**config.mk**
```make
export PLATFORM = sky130hd
export DESIGN_NAME = pipe_adder_n
export DESIGN_NICKNAME = d
export VERILOG_FILES = /design/src/rtl/pipe_adder_n.sv
export SDC_FILE = /design/constraint.sdc
export NUM_CORES = 1
export LEC_CHECK = 0
export CAP_MARGIN = 20
export CORE_AREA = 2 2 168 170
export CTS_CLUSTER_DIAMETER = 150
export DETAILED_ROUTE_END_ITERATION = 8
export DIE_AREA = 0 0 170 172
export HOLD_SLACK_MARGIN = 0.03
export SETUP_SLACK_MARGIN = 0.2
export SYNTH_ARGS = -nofsm -noshare
export SYNTH_HDL_FRONTEND = slang
export SYNTH_SLANG_ARGS = --single-unit
```
**constraint.sdc**
```tcl
create_clock -name clk -period 3.8 [get_ports clk]
set_clock_uncertainty 0.15 [all_clocks]
set_input_delay 0.76 -clock clk [delete_from_list [all_inputs] [get_ports clk]]
set_output_delay 0.76 -clock clk [all_outputs]
set_load 0.005 [all_outputs]
```
**src/rtl/pipe_adder_n.sv**
```systemverilog
// pipe_adder_n: valid/ready pipelined adder/subtractor.
// A WIDTH-bit add (or A + ~B + 1 subtract) is split into STAGES chunks of
// CHUNK = WIDTH/STAGES bits; stage k resolves chunk k and hands its carry on.
// Latency is STAGES cycles, throughput one op per cycle. Backpressure
// ripples combinationally from out_ready to in_ready; there is no skid buffer.
// Optional build macro: PIPE_ADDER_SAT_EN. When defined, an overflowing
// result is clamped to the most positive / most negative value in the last
// stage. cout and ovf are unaffected.
module pipe_adder_n #(
  parameter int WIDTH  = 32,
  parameter int STAGES = 4
) (
  input  logic             clk,
  input  logic             reset,
  input  logic             in_valid,
  output logic             in_ready,
  input  logic [WIDTH-1:0] a,
  input  logic [WIDTH-1:0] b,
  input  logic             cin,
  input  logic             sub,
  output logic             out_valid,
  input  logic             out_ready,
  output logic [WIDTH-1:0] sum,
  output logic             cout,
  output logic             ovf
);

  localparam int CHUNK = WIDTH / STAGES;

  // Occupancy of each stage register.
  logic [STAGES-1:0] valid_q;
  // adv[k]: stage k loads from its predecessor this cycle; adv[STAGES] is the consumer.
  logic [STAGES:0]   adv;
  // v_in[k]: the item offered to stage k is real (not a bubble).
  logic [STAGES-1:0] v_in;

  // Stage-k inputs. Operands are kept shifted so the chunk stage k works on
  // always sits in the low CHUNK bits; the result keeps its final bit layout.
  logic [WIDTH-1:0] st_a   [STAGES];
  logic [WIDTH-1:0] st_b   [STAGES];
  logic [WIDTH-1:0] st_res [STAGES];
  logic             st_c   [STAGES];

  // Final-stage output registers.
  logic [WIDTH-1:0] sum_q;
  logic             cout_q;
  logic             ovf_q;

  // Backpressure chain: a stage may load when it is empty or its content moves on.
  always_comb begin
    adv = '0;
    adv[STAGES] = out_ready;
    for (int k = STAGES - 1; k >= 0; k--) begin
      adv[k] = !valid_q[k] || adv[k+1];
    end
  end

  // Valid bit offered to each stage: the external request for stage 0,
  // otherwise the predecessor's occupancy.
  always_comb begin
    v_in = '0;
    v_in[0] = in_valid;
    for (int k = 1; k < STAGES; k++) begin
      v_in[k] = valid_q[k-1];
    end
  end

  // Stage valid bits; reset discards everything in flight.
  always_ff @(posedge clk) begin
    if (reset) begin
      valid_q <= '0;
    end else begin
      for (int k = 0; k < STAGES; k++) begin
        if (adv[k]) begin
          valid_q[k] <= v_in[k];
        end
      end
    end
  end

  assign in_ready  = adv[0];
  assign out_valid = valid_q[STAGES-1];
  assign sum       = sum_q;
  assign cout      = cout_q;
  assign ovf       = ovf_q;

  // Stage 0 takes the effective operands straight from the ports: subtract
  // inverts B and forces the carry-in to 1, ignoring cin.
  assign st_a[0]   = a;
  assign st_b[0]   = sub ? ~b : b;
  assign st_c[0]   = sub | cin;
  assign st_res[0] = '0;

  genvar gi;
  generate
    for (gi = 0; gi < STAGES; gi++) begin : g_stage
      logic [CHUNK:0]   add_w;
      logic [WIDTH-1:0] res_d;

      // Chunk adder: low CHUNK bits of the shifted operands plus incoming carry.
      assign add_w = {1'b0, st_a[gi][CHUNK-1:0]}
                   + {1'b0, st_b[gi][CHUNK-1:0]}
                   + {{CHUNK{1'b0}}, st_c[gi]};

      // Merge this chunk into the partial result from earlier stages.
      always_comb begin
        res_d = st_res[gi];
        res_d[gi*CHUNK +: CHUNK] = add_w[CHUNK-1:0];
      end

      if (gi < STAGES - 1) begin : g_mid
        logic [WIDTH-1:0] a_q;
        logic [WIDTH-1:0] b_q;
        logic [WIDTH-1:0] res_q;
        logic             c_q;

        // Capture partial result and carry, shift the unconsumed operand bits down.
        always_ff @(posedge clk) begin
          if (reset) begin
            a_q   <= '0;
            b_q   <= '0;
            res_q <= '0;
            c_q   <= 1'b0;
          end else if (adv[gi] && v_in[gi]) begin
            a_q   <= st_a[gi] >> CHUNK;
            b_q   <= st_b[gi] >> CHUNK;
            res_q <= res_d;
            c_q   <= add_w[CHUNK];
          end
        end

        assign st_a[gi+1]   = a_q;
        assign st_b[gi+1]   = b_q;
        assign st_res[gi+1] = res_d_pass(res_q);
        assign st_c[gi+1]   = c_q;
      end else begin : g_last
        logic             ovf_d;
        logic [WIDTH-1:0] sum_d;

        // Signed overflow: carry into the MSB differs from carry out of it.
        // The MSB's carry-in is recovered from its operand and sum bits.
        assign ovf_d = (st_a[gi][CHUNK-1] ^ st_b[gi][CHUNK-1] ^ add_w[CHUNK-1])
                     ^ add_w[CHUNK];

`ifdef PIPE_ADDER_SAT_EN
        // On overflow the raw sign is inverted: a raw negative result means
        // both operands were non-negative, so clamp to the positive limit.
        always_comb begin
          sum_d = res_d;
          if (ovf_d) begin
            sum_d = res_d[WIDTH-1] ? {1'b0, {(WIDTH-1){1'b1}}}
                                   : {1'b1, {(WIDTH-1){1'b0}}};
          end
        end
`else
        // Raw wrapped result.
        always_comb begin
          sum_d = res_d;
        end
`endif

        // Output register: holds steady while the consumer stalls.
        always_ff @(posedge clk) begin
          if (reset) begin
            sum_q  <= '0;
            cout_q <= 1'b0;
            ovf_q  <= 1'b0;
          end else if (adv[gi] && v_in[gi]) begin
            sum_q  <= sum_d;
            cout_q <= add_w[CHUNK];
            ovf_q  <= ovf_d;
          end
        end
      end
    end
  endgenerate

  // Identity helper so the partial result passes between stages unchanged.
  function automatic logic [WIDTH-1:0] res_d_pass(input logic [WIDTH-1:0] v);
    return v;
  endfunction

endmodule

```
==> results.yml, run 1 <==
sta:
  hold_viol_final: 0
  period_needed_ns: 3.03
  finalSetupViolCount: 0
  grt_setup_unrepaired: "false"
  fin_crit_sh_pct: 79.8
  slew_headroom_pct: 45.7
  slew_viol_final: 0
  worstMarginPinSlew_ns: 0.813
  tns_ns: 0
  whs_ns: 0.298
  fmax_mhz: 330
clocking:
  insertion_delay_ns: 0.43
  hold_buffers: 0
  clkTransAtPathRegs_ns: 0.07
  cts_tree: "done"
  cts_root_buffer: "clkbuf_16"
  clock_sinks: 185
  cts_resized: 0
  cts_htree_levels: 4
  cts_buffers: 17
  clockBufferDepth: 2
  cts_setup_buffers: 0
global_routing:
  use_met3_pct: 3.39
  met2_usage_pct: 19.4
  grt_busiest_layer: "met2"
  grt_pass1_vias: 6177
  grt-ovfl-total: 0
  grt_max_degree: 75
  antenna_found_initial: 0
  grt_usage_pct: 13.3
  grt_pass1_wl_mm: 31.2
  met1_usage_pct: 19.1
setup_path:
  crit_arrival_ns: 2.12
  reg2reg_slack_ns: 1.30
  r2r-end: "ovf$_SDFFE_PP0P_"
  rr_startpoint: "g_stage[2].g_mid.a_q[0]$_SDFFE_PP0P_"
  end_kind: "primary output"
  cp-start-kind: "input pin"
  critical_path.max_fanout: 4
  required_ns: 2.89
  path_class: "in2out"
  r2r_cells: 7
yosys:
  syn_inst: 961
  synth_ff_type: "dfxtp_1"
  ys_types: 45
  ys_ff_latch: 185
  synthesis.nets: 1067
  ys_seq_area_share_pct: 45.9
  async_flop_share_pct: 0
  syn_area_per_cell_um2: 8.40
  synth_area_um2: 8070
  synth_edf_count: 0
  yosys_warnings: 0
floorplan:
  row_count: 61
  io_pins: 106
  chipWidth_um: 170
  dieArea_um2: 29200
  initial_core_util_pct: 29.4
  die-height_um: 172
  core_um2: 27500
worst_hold_path:
  whs_path_depth: 2
  hold_class: "reg2reg"
  hold_end: "g_stage[1].g_mid.a_q[15]$_SDFFE_PP0P_"
  holdCritStartpoint: "g_stage[0].g_mid.a_q[23]$_SDFFE_PP0P_"
power_and_ir_drop:
  power_uw: 4340
  leakage_uw: 0.00362
  ir_drop_uv: 228
  powerDensity_nw_per_um2: 433
layout:
  syn2layout_area_growth_pct: 24.0
  fillers: 2853
  stdcell_count: 1399
  layout.nets: 1146
  final_util_pct: 36.4
  antenna_cells: 0
  drive_gt1_share_pct: 7.98
flow_run:
  cap_violations: 0
drt:
  drtAntennaViolNets: 0
  vias: 6518
  drcViolationCount: 0
  drtIter0Drc: 448
  drt_wl_total_mm: 19.1
  firstDrtPassIters: 4
  viasPerCell: 4.66
  wl_per_cell_um: 13.6
placement:
  gp_congestion: 0.787
  dp_hpwl_mm: 13.6
  placedCellCount: 1367
  io_buffers: 105
outcome:
  status: "complete, no violations"
-- cells in the mapped netlist, drive strengths merged, types with 2 or more instances --
library cell | n | share of area [%]
nor2 | 45 | 2.1
nand4 | 6 | 0.47
or3 | 2 | 0.16
xnor2 | 28 | 3.0
xor2 | 10 | 1.1
o21ai | 24 | 1.5
a211oi | 42 | 5.6
dfxtp | 185 | 46
o211ai | 6 | 0.56
nand3 | 16 | 0.99
fa | 8 | 2.0
or4 | 8 | 0.74
o21bai | 5 | 0.47
and2 | 5 | 0.42
nand2b | 5 | 0.39
a22o | 2 | 0.22
nor4b | 5 | 0.54
ha | 28 | 4.3
a21oi | 151 | 9.4
a21o | 9 | 0.84
nor3 | 9 | 0.56
nand2 | 273 | 13
buf | 46 | 3.1
inv | 7 | 0.33
clkbuf | 18 | 0.84
a211o | 4 | 0.43
a31oi | 3 | 0.23
-- cell type report --
type | count | area [um2] | share of cell area (%)
clock buffers | 19 | 453 | 4.53
inverters | 7 | 26.3 | 0.263
clock inverters | 13 | 168 | 1.68
multi-input cells | 705 | 4020 | 40.2
repair buffers | 124 | 1200 | 12.0
flip-flops and latches | 185 | 3700 | 37.0
well taps | 346 | 433 | 4.33
-- sequential cells by signal, summed over array words and instances, names as in the netlist --
name,count
g_stage.g_mid.a_q,48
valid_q,4
ovf,1
g_stage.g_mid.c_q,3
sum,32
g_stage.g_mid.b_q,48
g_stage.g_mid.res_q,48
cout,1
-- worst max path at each step --
stage                    from                           endpoint  slack, ns
floorplan                 sub  g_stage[0].g_mid.c_q$_SDFFE_PP0P_       0.85
global route        out_ready                           in_ready       0.74
finish              out_ready                           in_ready       0.77
CTS                 out_ready                           in_ready       0.78
global placement         b[0]  g_stage[0].g_mid.c_q$_SDFFE_PP0P_       0.62
detailed placement       b[0]  g_stage[0].g_mid.c_q$_SDFFE_PP0P_       0.61
-- cell families (layout without fill, tap and decap cells) --
| family | Yosys count | count (layout) | synth area share [%] |
|---|---|---|---|
| AO/OA/AOI/OAI | 250 | 250 | 19.6 |
| AND/OR/NAND/NOR | 381 | 381 | 19.7 |
| adder cells (fa/ha/maj) | 36 | 36 | 6.33 |
| flip-flops | 185 | 185 | 45.9 |
| XOR/XNOR | 38 | 38 | 4.12 |
| buffers and inverters | 71 | 163 | 4.28 |
-- stage by stage --
step,cell area (um2),worst slack [ns]
2_1_floorplan,8070,0.847
3_3_place_gp,9390,0.624
3_5_place_dp,9390,0.608
4_1_cts,10000,0.776
5_1_grt,10000,0.744
6_report,10000,0.768
-- layer usage --
metal  wire, um  share of wire (%)
met5          0                  0
met4        123               0.65
met3        776                4.1
met2       8110                 43
met1      10000                 53
-- placed cells by master (no fill, tap or decap), drive strengths merged, types with 6 or more instances in the layout --
master and count:
or4 8, nand3 16, clkdlybuf4s50 103, ha 28, dfxtp 185, nand4 6
nor2 45, xnor2 28, nor3 9, inv 10, a21oi 151, xor2 10
a211oi 42, fa 8, a21o 9, clkbuf 19, o211ai 6, o21ai 24
nand2 273, buf 21
-- critical path, stage by stage --
cell             delay [ns]
clkdlybuf4s50_1        0.51
and4b_1                0.24
nand2_1                0.10
clkdlybuf4s50_1        0.51
-- report_power, final --
group	internal, uW	switching [uW]
clock network	1080	761
registers	2010	44.7
logic	201	240
Note: power is estimated with default switching activity, not from simulation.
==> run 2: changes to the inputs <==
==> constraint.sdc (replaced) <==
create_clock -name clk -period 2.73 [get_ports clk]
set_clock_uncertainty 0.15 [all_clocks]
set_input_delay 0.546 -clock clk [delete_from_list [all_inputs] [get_ports clk]]
set_output_delay 0.546 -clock clk [all_outputs]
set_load 0.005 [all_outputs]
==> run 2 against run 1 <==
- global-route usage about the same
- critical path depth is 3 higher
- utilization is 0.45 points higher
- via count rose by 0.20%
- die area stayed put
- first-iteration DRC count down 16%
- clock power is 28% higher
- sequential power rose by 40%
- design area up 1.2%
- worst setup slack lost 0.47 ns
- clock-buffer cell count is the same
- critical path type is now reg2reg
- largest power group unchanged
- highest routed layer unchanged
==> results.yml, run 2 (synthesis results as in run 1) <==
outcome:
  status: "complete, no violations"
setup_path:
  path_class: "reg2reg"
  required_ns: 2.88
  critical_path.max_fanout: 3
  r2r_cells: 7
  cp-start-kind: "flop"
  reg2reg_slack_ns: 0.30
  r2r-end: "ovf$_SDFFE_PP0P_"
  crit_arrival_ns: 2.58
  rr_startpoint: "g_stage[2].g_mid.a_q[0]$_SDFFE_PP0P_"
  end_kind: "flop"
sta:
  whs_ns: 0.301
  hold_viol_final: 0
  finalSetupViolCount: 0
  fin_crit_sh_pct: 89.0
  setup_ws_ns: 0.301
  slew_viol_final: 0
  fmax_mhz: 412
  period_needed_ns: 2.43
  slew_headroom_pct: 64.5
  worstMarginPinSlew_ns: 0.533
  grt_setup_unrepaired: "true"
worst_hold_path:
  hold_class: "reg2reg"
  holdCritStartpoint: "sum[28]$_SDFFE_PP0P_"
  hold_end: "sum[28]$_SDFFE_PP0P_"
  whs_path_depth: 2
clocking:
  insertion_delay_ns: 0.43
  cts_htree_levels: 4
  cts_tree: "done"
  cts_root_buffer: "clkbuf_16"
  clock_sinks: 185
  cts_buffers: 17
  clkTransAtPathRegs_ns: 0.07
  clockBufferDepth: 2
placement:
  io_buffers: 105
  gp_congestion: 0.782
  place_area_um2: 9540
  dp_hpwl_mm: 13.6
  pre_cts_ws_ns: -0.114
drt:
  drcViolationCount: 0
  vias: 6531
  drt_wl_total_mm: 18.8
  viasPerCell: 4.64
  drtIter0Drc: 377
  firstDrtPassIters: 6
  drtAntennaViolNets: 0
  wl_per_cell_um: 13.3
floorplan:
  chipWidth_um: 170
  row_count: 61
  die-height_um: 172
  core_um2: 27500
  dieArea_um2: 29200
  io_pins: 106
  initial_core_util_pct: 29.4
layout:
  syn2layout_area_growth_pct: 25.6
  layout.nets: 1156
  mostFrequentLayoutCell: "nand2_1"
  seqCellArea_um2: 3700
  drive_gt1_share_pct: 9.69
  fin_area_um2: 10100
  antenna_cells: 0
  fillers: 2846
  multi_input_area_um2: 4070
  final_cell_mix: "273 x nand2_1, 185 x dfxtp_1, 150 x a21oi_1, 102 x clkdlybuf4s50_1, 44 x nor2_1"
  largestRegisters: "g_stage.g_mid.a_q x48, g_stage.g_mid.b_q x48, g_stage.g_mid.res_q x48"
power_and_ir_drop:
  ir_drop_uv: 381
  powerDensity_nw_per_um2: 579
  power_uw: 5870
  leakage_uw: 0.00366
global_routing:
  grt_pass1_vias: 6193
  grt-ovfl-total: 0
  antenna_found_initial: 0
  grt_max_degree: 69
  grt_pass1_wl_mm: 31.2
  grt_usage_pct: 13.3
flow_run:
  cap_violations: 0
## run 2: worst max path at each step
stage                                                    start  slack [ns]                                endpoint
after floorplan                                            sub        0.17  g_stage[0].g_mid.res_q[6]$_SDFFE_PP0P_
after global placement                                    b[0]       -0.09       g_stage[0].g_mid.c_q$_SDFFE_PP0P_
after detailed placement                                  b[0]       -0.11       g_stage[0].g_mid.c_q$_SDFFE_PP0P_
after CTS                 g_stage[2].g_mid.a_q[0]$_SDFFE_PP0P_        0.23                        ovf$_SDFFE_PP0P_
after global routing      g_stage[2].g_mid.a_q[0]$_SDFFE_PP0P_        0.17                        ovf$_SDFFE_PP0P_
final                     g_stage[2].g_mid.a_q[0]$_SDFFE_PP0P_        0.30                        ovf$_SDFFE_PP0P_
## run 2: layout make-up
class / instances / share of cell area [%]
flip-flops and latches: 185 / 36.6
inverters: 7 / 0.259
clock buffers: 19 / 4.37
clock inverters: 13 / 1.17
repair buffers: 134 / 13.2
well taps: 346 / 4.27
multi-input cells: 705 / 40.2
## run 2: power by group
part | switching [uW] | total [uW] | internal (uW)
Clock | 1060 | 2350 | 1290
Sequential | 64.9 | 2860 | 2800
Combinational | 346 | 659 | 313
## run 2: stage by stage
stage / utilization, % / instances / TNS [ns]
floorplan: - / 961 / 0
global placement: 34.7 / 1375 / -0.197
detailed placement: 34.7 / 1375 / -0.256
CTS: 36.8 / 1408 / 0
global route: 36.9 / 1409 / 0
finish: 36.9 / 1409 / 0
## run 2: what timing repair did
item	in CTS	in global routing
setup buffers	1	1
resized for setup	2	3
hold buffers	0	0
endpoints found under the setup margin	1	6
pin swaps	0	4
## run 2: routing by layer
metal	vias to the layer above	global-route usage, %	share of wire, %
li1	3460	-	-
met1	2956	19.7	55
met2	103	19.3	41
met3	12	2.79	3.0
met4	0	3.72	0.74
met5	-	0	0
## run 2: worst max-delay path: stages (launching register included)
cell	delay, ns
dfxtp_1	0.33
fa_1	0.51
fa_2	0.42
a211oi_2	0.31
nor4b_1	0.11
a211oi_2	0.25
xnor2_1	0.16
a21oi_1	0.08
==> run 3: changes to the inputs <==
--- a/config.mk
+++ b/config.mk
@@ -7,6 +7,7 @@
 export LEC_CHECK = 0
 export CAP_MARGIN = 20
 export CORE_AREA = 2 2 168 170
+export CTS_BUF_LIST = sky130_fd_sc_hd__clkbuf_4
 export CTS_CLUSTER_DIAMETER = 150
 export DETAILED_ROUTE_END_ITERATION = 8
 export DIE_AREA = 0 0 170 172
==> run 3 against run 2 <==
- first-iteration DRC count is 0.80% lower
- sequential share of layout area is 1.2 points higher
- routed wire length is 0.55% lower
- sequential power hardly changed
- critical path depth stayed put
- die area stayed put
- combinational power is 0.6% lower
- worst hold slack worse by 0.13 ns
- critical endpoint unchanged
==> results.yml, run 3 (synthesis results as in run 1) <==
outcome:
  status: "complete, no violations"
clocking:
  insertion_delay_ns: 0.58
  cts_buffers: 17
  cts_tree: "done"
  clock_sinks: 185
  cts_htree_levels: 4
  clkTransAtPathRegs_ns: 0.15
  cts_root_buffer: "clkbuf_4"
  clockBufferDepth: 2
sta:
  finalSetupViolCount: 0
  fmax_mhz: 414
  slew_headroom_pct: 65.5
  hold_viol_final: 0
  tns_ns: 0
  period_needed_ns: 2.42
  grt_setup_unrepaired: "true"
  worstMarginPinSlew_ns: 0.517
  slew_viol_final: 0
  fin_crit_sh_pct: 88.5
floorplan:
  core_um2: 27500
  initial_core_util_pct: 29.4
  io_pins: 106
  dieArea_um2: 29200
  chipWidth_um: 170
  die-height_um: 172
  row_count: 61
worst_hold_path:
  hold_class: "in2reg"
flow_run:
  cap_violations: 0
global_routing:
  grt_pass1_vias: 6129
  grt_usage_pct: 13.2
  grt-ovfl-total: 0
  grt_pass1_wl_mm: 31.0
  grt_max_degree: 69
  antenna_found_initial: 1
power_and_ir_drop:
  leakage_uw: 0.00352
  intPower_uw: 3580
  switching_power_uw: 1360
  seqPwrFrac_pct: 58.0
  powerDensity_nw_per_um2: 503
  power_frac_comb_pct: 13.3
  ir_drop_uv: 243
  p_sw_share_pct: 27.6
  power.share.clock_pct: 28.7
layout:
  mostFrequentLayoutCell: "nand2_1"
  fin_area_um2: 9820
  final_cell_mix: "273 x nand2_1, 185 x dfxtp_1, 150 x a21oi_1, 102 x clkdlybuf4s50_1, 44 x nor2_1"
  layout.nets: 1155
  stdcell_count: 1409
  syn2layout_area_growth_pct: 21.7
  largestRegisters: "g_stage.g_mid.a_q x48, g_stage.g_mid.b_q x48, g_stage.g_mid.res_q x48"
  drive_gt1_share_pct: 9.60
  fillers: 2887
placement:
  place_area_um2: 9540
  placedCellCount: 1375
  io_buffers: 105
  dp_hpwl_mm: 13.6
  gp_congestion: 0.782
setup_path:
  path_class: "reg2reg"
  crit_arrival_ns: 2.73
  max_stage_delay_ns: 0.50
  crit_top_cell: "a211oi_2"
  cp-start-kind: "flop"
  path_delay_family: "adder cells"
  path_cells: "fa_1, fa_2, a211oi_2, nor4b_1, a211oi_2, xnor2_1, a21oi_1"
  worst-path-buf-inv: 0
  cpMaxStageDelayCell: "fa_1"
  critical_path.max_fanout: 3
  required_ns: 3.05
  end_kind: "flop"
drt:
  vias: 6493
  drt_wl_total_mm: 18.7
  firstDrtPassIters: 5
  drcViolationCount: 0
  wl_per_cell_um: 13.3
  drtIter0Drc: 374
  viasPerCell: 4.61
  drtAntennaViolNets: 0
run 3: changes by cell type in the layout (fill, tap and decap cells not counted):
cell / change
buf_4: -1
clkbuf_1: -1
clkbuf_16: -17
clkbuf_4: +18
clkbuf_8: -1
clkinv_1: +1
diode_2: +1
run 3: layout make-up:
type	instances	area [um2]	share of cell area [%]
flip-flops and latches	185	3700	37.7
clock buffers	18	135	1.38
well taps	346	433	4.41
clock inverters	14	123	1.25
repair buffers	133	1330	13.6
diodes	1	2.50	0.0255
inverters	7	26.3	0.268
multi-input cells	705	4070	41.4
run 3: power by group through the flow:
| stage | Sequential, uW | Combinational [uW] | Clock [uW] |
|---|---|---|---|
| floorplan | 2900 | 434 | 0 |
| global placement | 2920 | 654 | 0 |
| detailed placement | 2920 | 659 | 0 |
| CTS | 2860 | 663 | 1480 |
| global route | 2880 | 734 | 1570 |
| finish | 2860 | 655 | 1420 |
run 3: timing repair:
item                                   4_1_cts  5_1_grt
buffers inserted                             1        0
cloned                                       0        0
gates resized for setup                      2        3
hold buffers                                 0        0
endpoints found under the hold margin        0        0
setup endpoints to repair                    1        5
pin swaps                                    0        2
run 3: path summary, 6_finish.rpt:
check,end,slack [ns],cells after the start,start
max,ovf$_SDFFE_PP0P_,0.31,7,g_stage[2].g_mid.a_q[0]$_SDFFE_PP0P_
min,g_stage[0].g_mid.a_q[17]$_SDFFE_PP0P_,0.18,2,reset
max reg2reg,ovf$_SDFFE_PP0P_,0.31,7,g_stage[2].g_mid.a_q[0]$_SDFFE_PP0P_
min reg2reg,sum[15]$_SDFFE_PP0P_,0.30,2,g_stage[2].g_mid.res_q[15]$_SDFFE_PP0P_
run 3: metrics by stage:
step	util, %	power (uW)	hold WS (ns)	setup WS (ns)
2_1_floorplan	-	3330	0.279	0.175
3_3_place_gp	34.7	3580	0.292	-0.0874
3_5_place_dp	34.7	3580	0.295	-0.114
4_1_cts	35.7	5010	0.126	0.231
5_1_grt	35.7	5190	0.145	0.190
6_report	35.7	4940	0.175	0.315
run 3: metal layers:
layer / part of all wire (%) / GRT usage [%] / vias up
met4: 0.75 / 3.60 / 0
met2: 41 / 19.1 / 118
li1: - / - / 3456
met1: 54 / 19.6 / 2909
met3: 3.7 / 2.86 / 10
met5: 0 / 0 / -
run 3: worst register-to-register path, cell delays in order, from the launching register on:
cell,delay [ns]
dfxtp_1,0.35
fa_1,0.50
fa_2,0.41
a211oi_2,0.31
nor4b_1,0.11
a211oi_2,0.25
xnor2_1,0.16
a21oi_1,0.08
